### config.mk
export PLATFORM = sky130hd
export DESIGN_NAME = fetch
export DESIGN_NICKNAME = d
export VERILOG_FILES = /design/src/rtl/fetch_pkg.sv /design/src/rtl/fetch_fifo.sv /design/src/rtl/fetch.sv
export SDC_FILE = /design/constraint.sdc
export NUM_CORES = 1
export LEC_CHECK = 0
export BUFFER_PORTS_ARGS = -buffer_cell sky130_fd_sc_hd__buf_2
export CAP_MARGIN = 20
export CELL_PAD_IN_SITES_DETAIL_PLACEMENT = 1
export CELL_PAD_IN_SITES_GLOBAL_PLACEMENT = 2
export CORE_MARGIN = 10
export CORE_UTILIZATION = 39
export DETAILED_ROUTE_END_ITERATION = 8
export HOLD_SLACK_MARGIN = 0.03
export PLACE_DENSITY_LB_ADDON = 0.1
export SETUP_SLACK_MARGIN = 0.15
export SYNTH_ARGS = -nofsm -noshare
export SYNTH_HDL_FRONTEND = slang
export SYNTH_HIERARCHICAL = 1
export SYNTH_SLANG_ARGS = --single-unit
export TNS_END_PERCENT = 5
### constraint.sdc
create_clock -name clk -period 12.56 [get_ports clk]
set_input_delay 1.256 -clock clk [delete_from_list [all_inputs] [get_ports clk]]
set_output_delay 1.256 -clock clk [all_outputs]
set_load 0.005 [all_outputs]
### src/rtl/fetch_pkg.sv
// Shared definitions for the instruction fetch stage: defaults, state encoding
// and the bubble instruction presented to decode when nothing is buffered.
package fetch_pkg;

  localparam int          XLEN_DEF     = 32;
  localparam logic [31:0] RESET_PC_DEF = 32'h0000_0000;
  localparam logic [31:0] BUBBLE_INST  = 32'h0000_0000;

  typedef enum logic [0:0] {
    FS_RUN   = 1'b0,
    FS_DRAIN = 1'b1
  } fetch_state_t;

endpackage

### src/rtl/fetch_fifo.sv
// Generic synchronous FIFO with flush; DEPTH must be a power of two.
// Flush and reset take priority over push and pop.
module fetch_fifo #(
  parameter int WIDTH = 32,
  parameter int DEPTH = 2
) (
  input  logic                     clk,
  input  logic                     rst,
  input  logic                     push,
  input  logic [WIDTH-1:0]         push_data,
  input  logic                     pop,
  input  logic                     flush,
  output logic [WIDTH-1:0]         head,
  output logic                     full,
  output logic                     empty,
  output logic [$clog2(DEPTH):0]   count
);

  localparam int AW = $clog2(DEPTH);

  logic [WIDTH-1:0] mem [DEPTH];
  logic [AW-1:0]    rd_ptr;
  logic [AW-1:0]    wr_ptr;
  logic             do_push;
  logic             do_pop;

  // Pop only real entries; a push into a full FIFO is allowed when the head leaves.
  always_comb begin
    do_pop  = pop & ~empty;
    do_push = push & (~full | do_pop);
  end

  // Storage array, written without reset.
  always_ff @(posedge clk) begin
    if (do_push && !flush && !rst) begin
      mem[wr_ptr] <= push_data;
    end
  end

  // Pointers and occupancy.
  always_ff @(posedge clk) begin
    if (rst || flush) begin
      rd_ptr <= '0;
      wr_ptr <= '0;
      count  <= '0;
    end else begin
      if (do_push) wr_ptr <= wr_ptr + AW'(1);
      if (do_pop)  rd_ptr <= rd_ptr + AW'(1);
      count <= count + {{AW{1'b0}}, do_push} - {{AW{1'b0}}, do_pop};
    end
  end

  // Status and head.
  always_comb begin
    head  = mem[rd_ptr];
    full  = (count == (AW+1)'(DEPTH));
    empty = (count == '0);
  end

endmodule

### src/rtl/fetch.sv
// Instruction fetch stage: PC, credit-limited memory requests, in-order buffering.
// Optional FETCH_PERF_EN adds delivered-instruction and bubble counters.
module fetch
  import fetch_pkg::*;
#(
  parameter int              XLEN      = XLEN_DEF,
  parameter logic [XLEN-1:0] RESET_PC  = XLEN'(RESET_PC_DEF),
  parameter int              BUF_DEPTH = 2
) (
  input  logic            clk,
  input  logic            rst,
  output logic            imem_req_valid,
  input  logic            imem_req_ready,
  output logic [XLEN-1:0] imem_req_addr,
  input  logic            imem_rsp_valid,
  input  logic [XLEN-1:0] imem_rsp_data,
  input  logic            D_stall,
  input  logic            E_redirect,
  input  logic [XLEN-1:0] E_redirect_pc,
  output logic [XLEN-1:0] F_inst,
  output logic [XLEN-1:0] F_pc,
  output logic            F_valid
`ifdef FETCH_PERF_EN
  ,
  output logic [31:0]     F_perf_fetched,
  output logic [31:0]     F_perf_bubbles
`endif
);

  localparam int            CW      = $clog2(BUF_DEPTH) + 1;
  localparam logic [CW:0]   DEPTH_W = (CW+1)'(BUF_DEPTH);

  fetch_state_t       state;
  fetch_state_t       state_next;
  logic [XLEN-1:0]    pc;
  logic [CW-1:0]      drop;
  logic [CW-1:0]      drop_next;
  logic [CW:0]        drop_sum;
  logic [CW:0]        occupancy;
  logic               handshake;
  logic               rsp_keep;
  logic               rsp_drop;
  logic               inst_pop;
  logic               inst_push;

  logic [XLEN-1:0]    tag_head;
  logic               tag_full;
  logic               tag_empty;
  logic [CW-1:0]      tag_count;
  logic [2*XLEN-1:0]  inst_head;
  logic               inst_full;
  logic               inst_empty;
  logic [CW-1:0]      inst_count;

  // Tag FIFO occupancy doubles as the count of live (non-stale) outstanding requests.
  fetch_fifo #(.WIDTH(XLEN), .DEPTH(BUF_DEPTH)) u_tag_fifo (
    .clk(clk), .rst(rst), .push(handshake), .push_data(pc), .pop(rsp_keep),
    .flush(E_redirect), .head(tag_head), .full(tag_full), .empty(tag_empty),
    .count(tag_count)
  );

  fetch_fifo #(.WIDTH(2*XLEN), .DEPTH(BUF_DEPTH)) u_inst_fifo (
    .clk(clk), .rst(rst), .push(inst_push), .push_data({tag_head, imem_rsp_data}),
    .pop(inst_pop), .flush(E_redirect), .head(inst_head), .full(inst_full),
    .empty(inst_empty), .count(inst_count)
  );

  // Response routing, pop and redirect drop bookkeeping.
  always_comb begin
    handshake = imem_req_valid & imem_req_ready;
    rsp_drop  = imem_rsp_valid & (drop != '0);
    rsp_keep  = imem_rsp_valid & (drop == '0) & ~tag_empty;
    inst_pop  = ~inst_empty & ~D_stall & ~E_redirect;
    inst_push = rsp_keep & ~E_redirect & (~inst_full | inst_pop);
    occupancy = {1'b0, inst_count} + {1'b0, tag_count} - {{CW{1'b0}}, inst_pop};
    drop_sum  = {1'b0, drop} + {1'b0, tag_count} + {{CW{1'b0}}, handshake}
              - {{CW{1'b0}}, rsp_keep} - {{CW{1'b0}}, rsp_drop};
    if (E_redirect) begin
      if (drop_sum > DEPTH_W) begin
        drop_next = DEPTH_W[CW-1:0];
      end else begin
        drop_next = drop_sum[CW-1:0];
      end
    end else begin
      drop_next = drop - {{(CW-1){1'b0}}, rsp_drop};
    end
  end

  // State, pc and drop registers.
  always_ff @(posedge clk) begin
    if (rst) begin
      state <= FS_RUN;
      pc    <= RESET_PC;
      drop  <= '0;
    end else begin
      state <= state_next;
      drop  <= drop_next;
      if (E_redirect) begin
        pc <= E_redirect_pc;
      end else if (handshake) begin
        pc <= pc + XLEN'(4);
      end
    end
  end

  // Next state: drain leaves one cycle after the drop count has reached zero.
  always_comb begin
    state_next = state;
    if (E_redirect) begin
      state_next = (drop_next != '0) ? FS_DRAIN : FS_RUN;
    end else begin
      case (state)
        FS_RUN:   state_next = FS_RUN;
        FS_DRAIN: state_next = (drop == '0) ? FS_RUN : FS_DRAIN;
        default:  state_next = FS_RUN;
      endcase
    end
  end

  // Outputs; a slot freed by this cycle's pop already counts as credit.
  always_comb begin
    imem_req_addr  = pc;
    imem_req_valid = ~rst & (state == FS_RUN) & ~E_redirect & ~tag_full
                   & (occupancy < DEPTH_W);
    F_valid        = ~inst_empty;
    if (inst_empty) begin
      F_inst = XLEN'(BUBBLE_INST);
      F_pc   = '0;
    end else begin
      F_inst = inst_head[XLEN-1:0];
      F_pc   = inst_head[2*XLEN-1:XLEN];
    end
  end

`ifdef FETCH_PERF_EN
  // Delivered-instruction and empty-cycle counters; they survive redirects.
  always_ff @(posedge clk) begin
    if (rst) begin
      F_perf_fetched <= 32'd0;
      F_perf_bubbles <= 32'd0;
    end else begin
      if (inst_pop)   F_perf_fetched <= F_perf_fetched + 32'd1;
      if (inst_empty) F_perf_bubbles <= F_perf_bubbles + 32'd1;
    end
  end
`endif

endmodule

Word-level counts from Yosys, hierarchy flattened
Memory sizes are Yosys's and may differ from the RTL's. A register that Yosys moved wholly into a read port is not among the register bits.
Index checks and enable logic that the tools add are counted.
{"block": "op_classes", "n_addsub": 16, "n_mul": 0, "n_div": 0, "magnitude_cmp": 2, "n_eq_ne": 2, "shift": 0, "muxes": 18, "bitwise": 27, "n_reduce_logical": 13}
{"cell": "$mux 32", "n": 4}
{"cell": "$add 32x3->32 const B", "n": 1}
{"cell": "$and 1x1->1", "n": 16}
{"cell": "$mux 1", "n": 11}
{"cell": "$sub 3x1->3", "n": 3}
{"cell": "$not 1->1", "n": 8}
{"cell": "$add 2x2->3", "n": 2}
{"cell": "$logic_not 2->1", "n": 3}
{"cell": "$reduce_bool 2->1", "n": 3}
{"cell": "$sub 2x1->2", "n": 3}
{"cell": "$add 1x1->1 const B", "n": 4}
{"cell": "$add 2x1->2", "n": 2}
{"cell": "$eq 2x2->1 const B", "n": 2}
{"cell": "$logic_and 1x1->1", "n": 4}
{"cell": "$mux 2", "n": 2}
{"cell": "$add 3x1->3", "n": 1}
{"cell": "$gt 3x2->1 const B", "n": 1}
{"cell": "$lt 3x2->1 const B", "n": 1}
{"cell": "$or 1x1->1", "n": 3}
{"cell": "$logic_not 1->1", "n": 2}
{"cell": "$pmux 1 s2", "n": 1}
{"cell": "$logic_or 1x1->1", "n": 1}
{"block": "totals", "register_bits": 43, "latch_bits": 0, "ram_bits": 192, "rom_bits": 0, "out_inout_bits": 98, "mem_count": 2}
{"memory": "u_inst_fifo.mem", "depth": 2, "word_bits": 64, "read_ports": 1, "rd_ports_with_merged_regs": 1, "write_ports": 1, "line_no": "fetch_fifo.sv:21", "text": "logic [WIDTH-1:0] mem [DEPTH];"}
{"memory": "u_tag_fifo.mem", "depth": 2, "word_bits": 32, "read_ports": 1, "rd_ports_with_merged_regs": 1, "write_ports": 1, "line_no": "fetch_fifo.sv:21"}

Depth between registers and ports, before layout
{"block": "logic_depth", "word_depth": 17, "mapped_depth": 19}

By module
Netlist, hierarchy kept.
{"module": "fetch_fifo at u_inst_fifo", "instances": 1, "cells_per_inst": 229, "area_each_um2": 4849.7, "seq_area_each_um2": 3943.8}
{"module": "fetch", "instances": 1, "cells_per_inst": 357, "area_each_um2": 2800.2, "seq_area_each_um2": 700.7}
{"module": "fetch_fifo at u_tag_fifo", "instances": 1, "cells_per_inst": 130, "area_each_um2": 2551.2, "seq_area_each_um2": 2021.9}

Worst setup path after synthesis
No wires, ideal clock.
{"block": "synth_path", "kind": "in2reg", "start": "input E_redirect", "end": "memory u_inst_fifo/mem[1][0] in the netlist's numbering, enable pin", "setup_ns": 0.665, "t_arrival_ns": 9.160, "required_ns": 11.895, "path_slack_ns": 2.734, "stages": 6, "cell_sequence": "clkbuf_1 clkbuf_1 nor3_1 o211a_1 o21ai_0 nor4b_1"}
{"block": "synth_between", "elab_chain_len": 9, "word_cells_on_any_way": 13, "cone_classes": "mux: 2; bitwise: 8; reduce/logical: 3"}
{"element": "start, declared", "line_no": "fetch.sv:18", "text": "input logic E_redirect,"}
{"element": "$not 1->1", "line_no": "fetch.sv:73", "text": "inst_pop = ~inst_empty & ~D_stall & ~E_redirect;"}
{"element": "$and 1x1->1", "line_no": "fetch.sv:73"}
{"element": "net inst_pop", "line_no": "fetch.sv:43", "text": "logic inst_pop;"}
{"element": "$or 1x1->1", "line_no": "fetch.sv:74", "text": "inst_push = rsp_keep & ~E_redirect & (~inst_full | inst_pop);"}
{"element": "$and 1x1->1", "line_no": "fetch.sv:74"}
{"element": "net inst_push", "line_no": "fetch.sv:44", "text": "logic inst_push;"}
{"element": "$and 1x1->1", "line_no": "fetch_fifo.sv:30", "text": "do_push = push & (~full | do_pop);"}
{"element": "$logic_and 1x1->1 (2 in series)", "line_no": "fetch_fifo.sv:35", "text": "if (do_push && !flush && !rst) begin"}
{"element": "$mux 1", "line_no": "fetch_fifo.sv:35"}
{"element": "$mux 1 (implied by the code)", "line_no": "fetch_fifo.sv:36", "text": "mem[wr_ptr] <= push_data;"}
{"element": "end, declared", "line_no": "fetch_fifo.sv:21"}
The timed path passes the listed nets, and every way through them passes these cells.

Worst setup path after layout
{"block": "layout_path", "start": "input E_redirect", "end": "register state"}
{"block": "layout_between", "elab_chain_len": 15, "word_cells_on_any_way": 17, "cone_classes": "add/sub: 4; order compare: 2; mux: 4; bitwise: 6; reduce/logical: 1"}
{"element": "$not 1->1 *", "line_no": "fetch.sv:73"}
{"element": "$and 1x1->1 *", "line_no": "fetch.sv:73"}
{"element": "net inst_pop", "line_no": "fetch.sv:43"}
{"element": "$sub 3x1->3 *", "line_no": "fetch.sv:75", "text": "occupancy = {1'b0, inst_count} + {1'b0, tag_count} - {{CW{1'b0}}, inst_pop};"}
{"element": "$lt 3x2->1 *", "line_no": "fetch.sv:124", "text": "& (occupancy < DEPTH_W);"}
{"element": "$and 1x1->1 *", "line_no": "fetch.sv:124"}
{"element": "$and 1x1->1 *", "line_no": "fetch.sv:70", "text": "handshake = imem_req_valid & imem_req_ready;"}
{"element": "$add 3x1->3 *", "line_no": "fetch.sv:76", "text": "drop_sum = {1'b0, drop} + {1'b0, tag_count} + {{CW{1'b0}}, handshake}"}
{"element": "$sub 3x1->3 * (2 in series)", "line_no": "fetch.sv:77", "text": "- {{CW{1'b0}}, rsp_keep} - {{CW{1'b0}}, rsp_drop};"}
{"element": "$gt 3x2->1", "line_no": "fetch.sv:79", "text": "if (drop_sum > DEPTH_W) begin"}
{"element": "$mux 2 *", "line_no": "fetch.sv:79"}
{"element": "$mux 2 *", "line_no": "fetch.sv:78", "text": "if (E_redirect) begin"}
{"element": "$reduce_bool 2->1 *", "line_no": "fetch.sv:110", "text": "state_next = (drop_next != '0) ? FS_DRAIN : FS_RUN;"}
{"element": "$mux 1 *", "line_no": "fetch.sv:110"}
{"element": "$mux 1 *", "line_no": "fetch.sv:109", "text": "if (E_redirect) begin"}
{"element": "end signal, assigned", "line_no": "fetch.sv:96", "text": "state <= state_next;"}
{"element": "end, declared", "line_no": "fetch.sv:33", "text": "fetch_state_t state;"}
The timed path passes the listed nets; every way through them passes the cells marked *.
A chain may end at the register's enable or synchronous reset.

==> metrics <==
outcome finished, final reports clean; f_max roughly 170 MHz; Crit Path Category in2reg; clk slew on worst S/H paths 0.06 ns; Seq pwr share between 50% and 60%; Clock Tree Root clkbuf_16; Final Hold Vio Count 0; Main synth FF type edfxtp_1; syn avg cell area about 14 µm²; Syn. warnings 6; Port Buf Inserts approximately 170; routing usage on met3 3.28%; Num CTS Buffers 26; Synth Cell Area 10200 µm²; Antenna Nets Post-Route 0; Power Density 140 nW/µm²; Worst Setup Start Kind input pin; # hold bufs at CTS 0; Layout Skew 0.00991 ns; initial antenna violation count 0; setup TNS 0 ns; RSZ-0062 raised after global routing no; gpl congestion 0.805; Die ar. 33000 µm²; max-cap viol count 0; drt pass-1 iters 6; ant diodes 0; Switch Pwr 0.000359 W; Clock Sinks 237; Post-synth EDFFs roughly 190; area grow syn2layout 20.1%; total gr overflow 0; Post-synth top cells edfxtp_1 (192), mux2_2 (94), nor2b_1 (65); post-synth top area cell edfxtp_1; period utilization 45.6%; dpl ws 6.20 ns; Max Fanout on Critical Path 36; die height between 150 and 200 µm; CTS tree done; drt total wl 25.9 mm; Die Wd roughly 180 µm; largest net degree at the start of global routing 66; Synth top area share 56.5%; Worst Tran Pin Value 1.08 ns; initial DRC count 304; Final nets around 960; vias 6496; HP Class reg2reg; Worst Path Arrival 6.15 ns; Pint 0.00136 W; P_leak 4.42 nW; setup repair bufs after CTS 0; Skew-Pair Late Insertion Delay 0.52 ns; Synth Instances a little over 700; first-pass GRT wire length 40.3 mm; Tmin final 5.73 ns; Via-to-Cell Ratio 5.26; drt drc 0; core area 25900 µm²; Clock Path Buffers 3; Worst Setup Slack, final 6.83 ns; post-synthesis sequential area ratio 65.4%; Distinct cells, synth 61; most frequent cell after synthesis edfxtp_1; Post-synth ARST share 0%; syn_nets between 700 and 800; Setup Viol. Count Final 0; # H-tree levels 1; peak supply drop 78.8 µV; Comb pwr share 4.9%; Worst slew margin 28.1%; Clk pwr share a little over two fifths; required time of the critical path 12.99 ns; WL/cell ~21 µm; switching part of the total power 20.9%; Setup crit end kind flip-flop; GRT Overall Usage 15.1%; Synth Register Bits about 240; I/O pins 168; met2 global-route usage 25.8%; Max Slew Vio Count 0; share of cells above drive strength 1 35.5%; GRT Max-Usage Layer met2; initial core utilization 39.4%; CTS resizes 0; hpwl dp 17.8 mm; routing usage on met1 19.0%; most area-consuming cells after synthesis edfxtp_1 (57%), mux2_2 (10%), dfxtp_1 (8.8%); vias in the first global route 7008; Rows 59
power groups by stage:
stage | sequential, W | combinational (W) | clock (W)
after floorplan | 0.000892 | 0.0000431 | 0
after global placement | 0.000898 | 0.0000795 | 0
after detailed placement | 0.000900 | 0.0000851 | 0
after CTS | 0.000883 | 0.0000856 | 0.000773
after global routing | 0.000886 | 0.0000941 | 0.000807
final | 0.000883 | 0.0000835 | 0.000750
cell usage in the layout (no fill, tap or decap), drive strengths merged, types with 8 or more instances in the layout:
cell and n:
a21oi 8, a31oi 8, and3 8, buf 177
clkbuf 42, dfxtp 45, edfxtp 192, inv 17
mux2 96, nand2 28, nand3 24, nand4 8
nor2 25, nor2b 65, o21ai 10, o311ai 9
or3 12, or4 11, xor2 9
registers in the layout, indices dropped and copies added (netlist names), named ones only:
name	cells
u_tag_fifo/count	2
u_tag_fifo/mem	64
u_tag_fifo/wr_ptr	1
u_inst_fifo/count	2
imem_req_addr	32
u_inst_fifo/mem	128
drop	2
state	1
u_tag_fifo/rd_ptr	1
u_inst_fifo/wr_ptr	1
u_inst_fifo/rd_ptr	1
path summary, 6_finish.rpt:
check                           depth (start not counted)                       startpoint                              to  slack [ns]
worst max-delay path                                   15                       E_redirect                state$_SDFF_PP0_        6.83
worst min-delay path                                    2   u_tag_fifo/wr_ptr$_SDFFE_PP0P_  u_tag_fifo/wr_ptr$_SDFFE_PP0P_        0.48
worst max register to register                         14  u_inst_fifo/count[1]$_SDFF_PP0_                state$_SDFF_PP0_        7.48
worst min register to register                          2   u_tag_fifo/wr_ptr$_SDFFE_PP0P_  u_tag_fifo/wr_ptr$_SDFFE_PP0P_        0.48
cell type report:
type | instances | area, µm²
Timing Repair Buffer | 177 | 911
Clock buffer | 42 | 773
Tap cell | 335 | 419
Multi-Input combinational cell | 422 | 3330
Clock inverter | 6 | 82.6
Fill cell | 2640 | 13700
Sequential cell | 237 | 6670
Inverter | 17 | 63.8
layer usage:
layer  share of wire [%]  wire length [µm]
met1                  43             11100
met5                   0                 0
met2                  49             12800
met3                 5.5              1410
met4                 2.1               538
cells by family after synthesis:
kind of cell | synth area share (%)
buffers and inverters | 2.34
adders and majority gates | 1.84
and+or+nand+nor | 12.4
AOI/OAI and AO/OA | 5.80
xor gates and xnor gates | 1.28
DFF | 65.4
muxes | 11.0
stage by stage:
stage	hold WS, ns	instances	power [W]	instance area, µm²	util, %
2_1_floorplan	0.442	716	0.000935	10200	-
5_1_grt	0.516	1236	0.00179	12300	47.3
6_report	0.477	1236	0.00172	12300	47.3
3_5_place_dp	0.471	1188	0.000985	11400	44.0
3_3_place_gp	0.457	1188	0.000978	11400	44.0
4_1_cts	0.483	1236	0.00174	12300	47.3
worst max-delay path, stage by stage:
cell	delay [ns]
buf_2	0.10
buf_4	0.26
nor3_1	0.58
ha_1	0.33
nand2b_1	0.15
fa_1	0.54
and4bb_2	0.31
nand3_2	0.50
fa_1	0.75
inv_1	0.06
fa_1	0.36
inv_1	0.08
fa_1	0.40
and3_1	0.21
a221oi_1	0.27
Power figures use the tool's default switching activity.
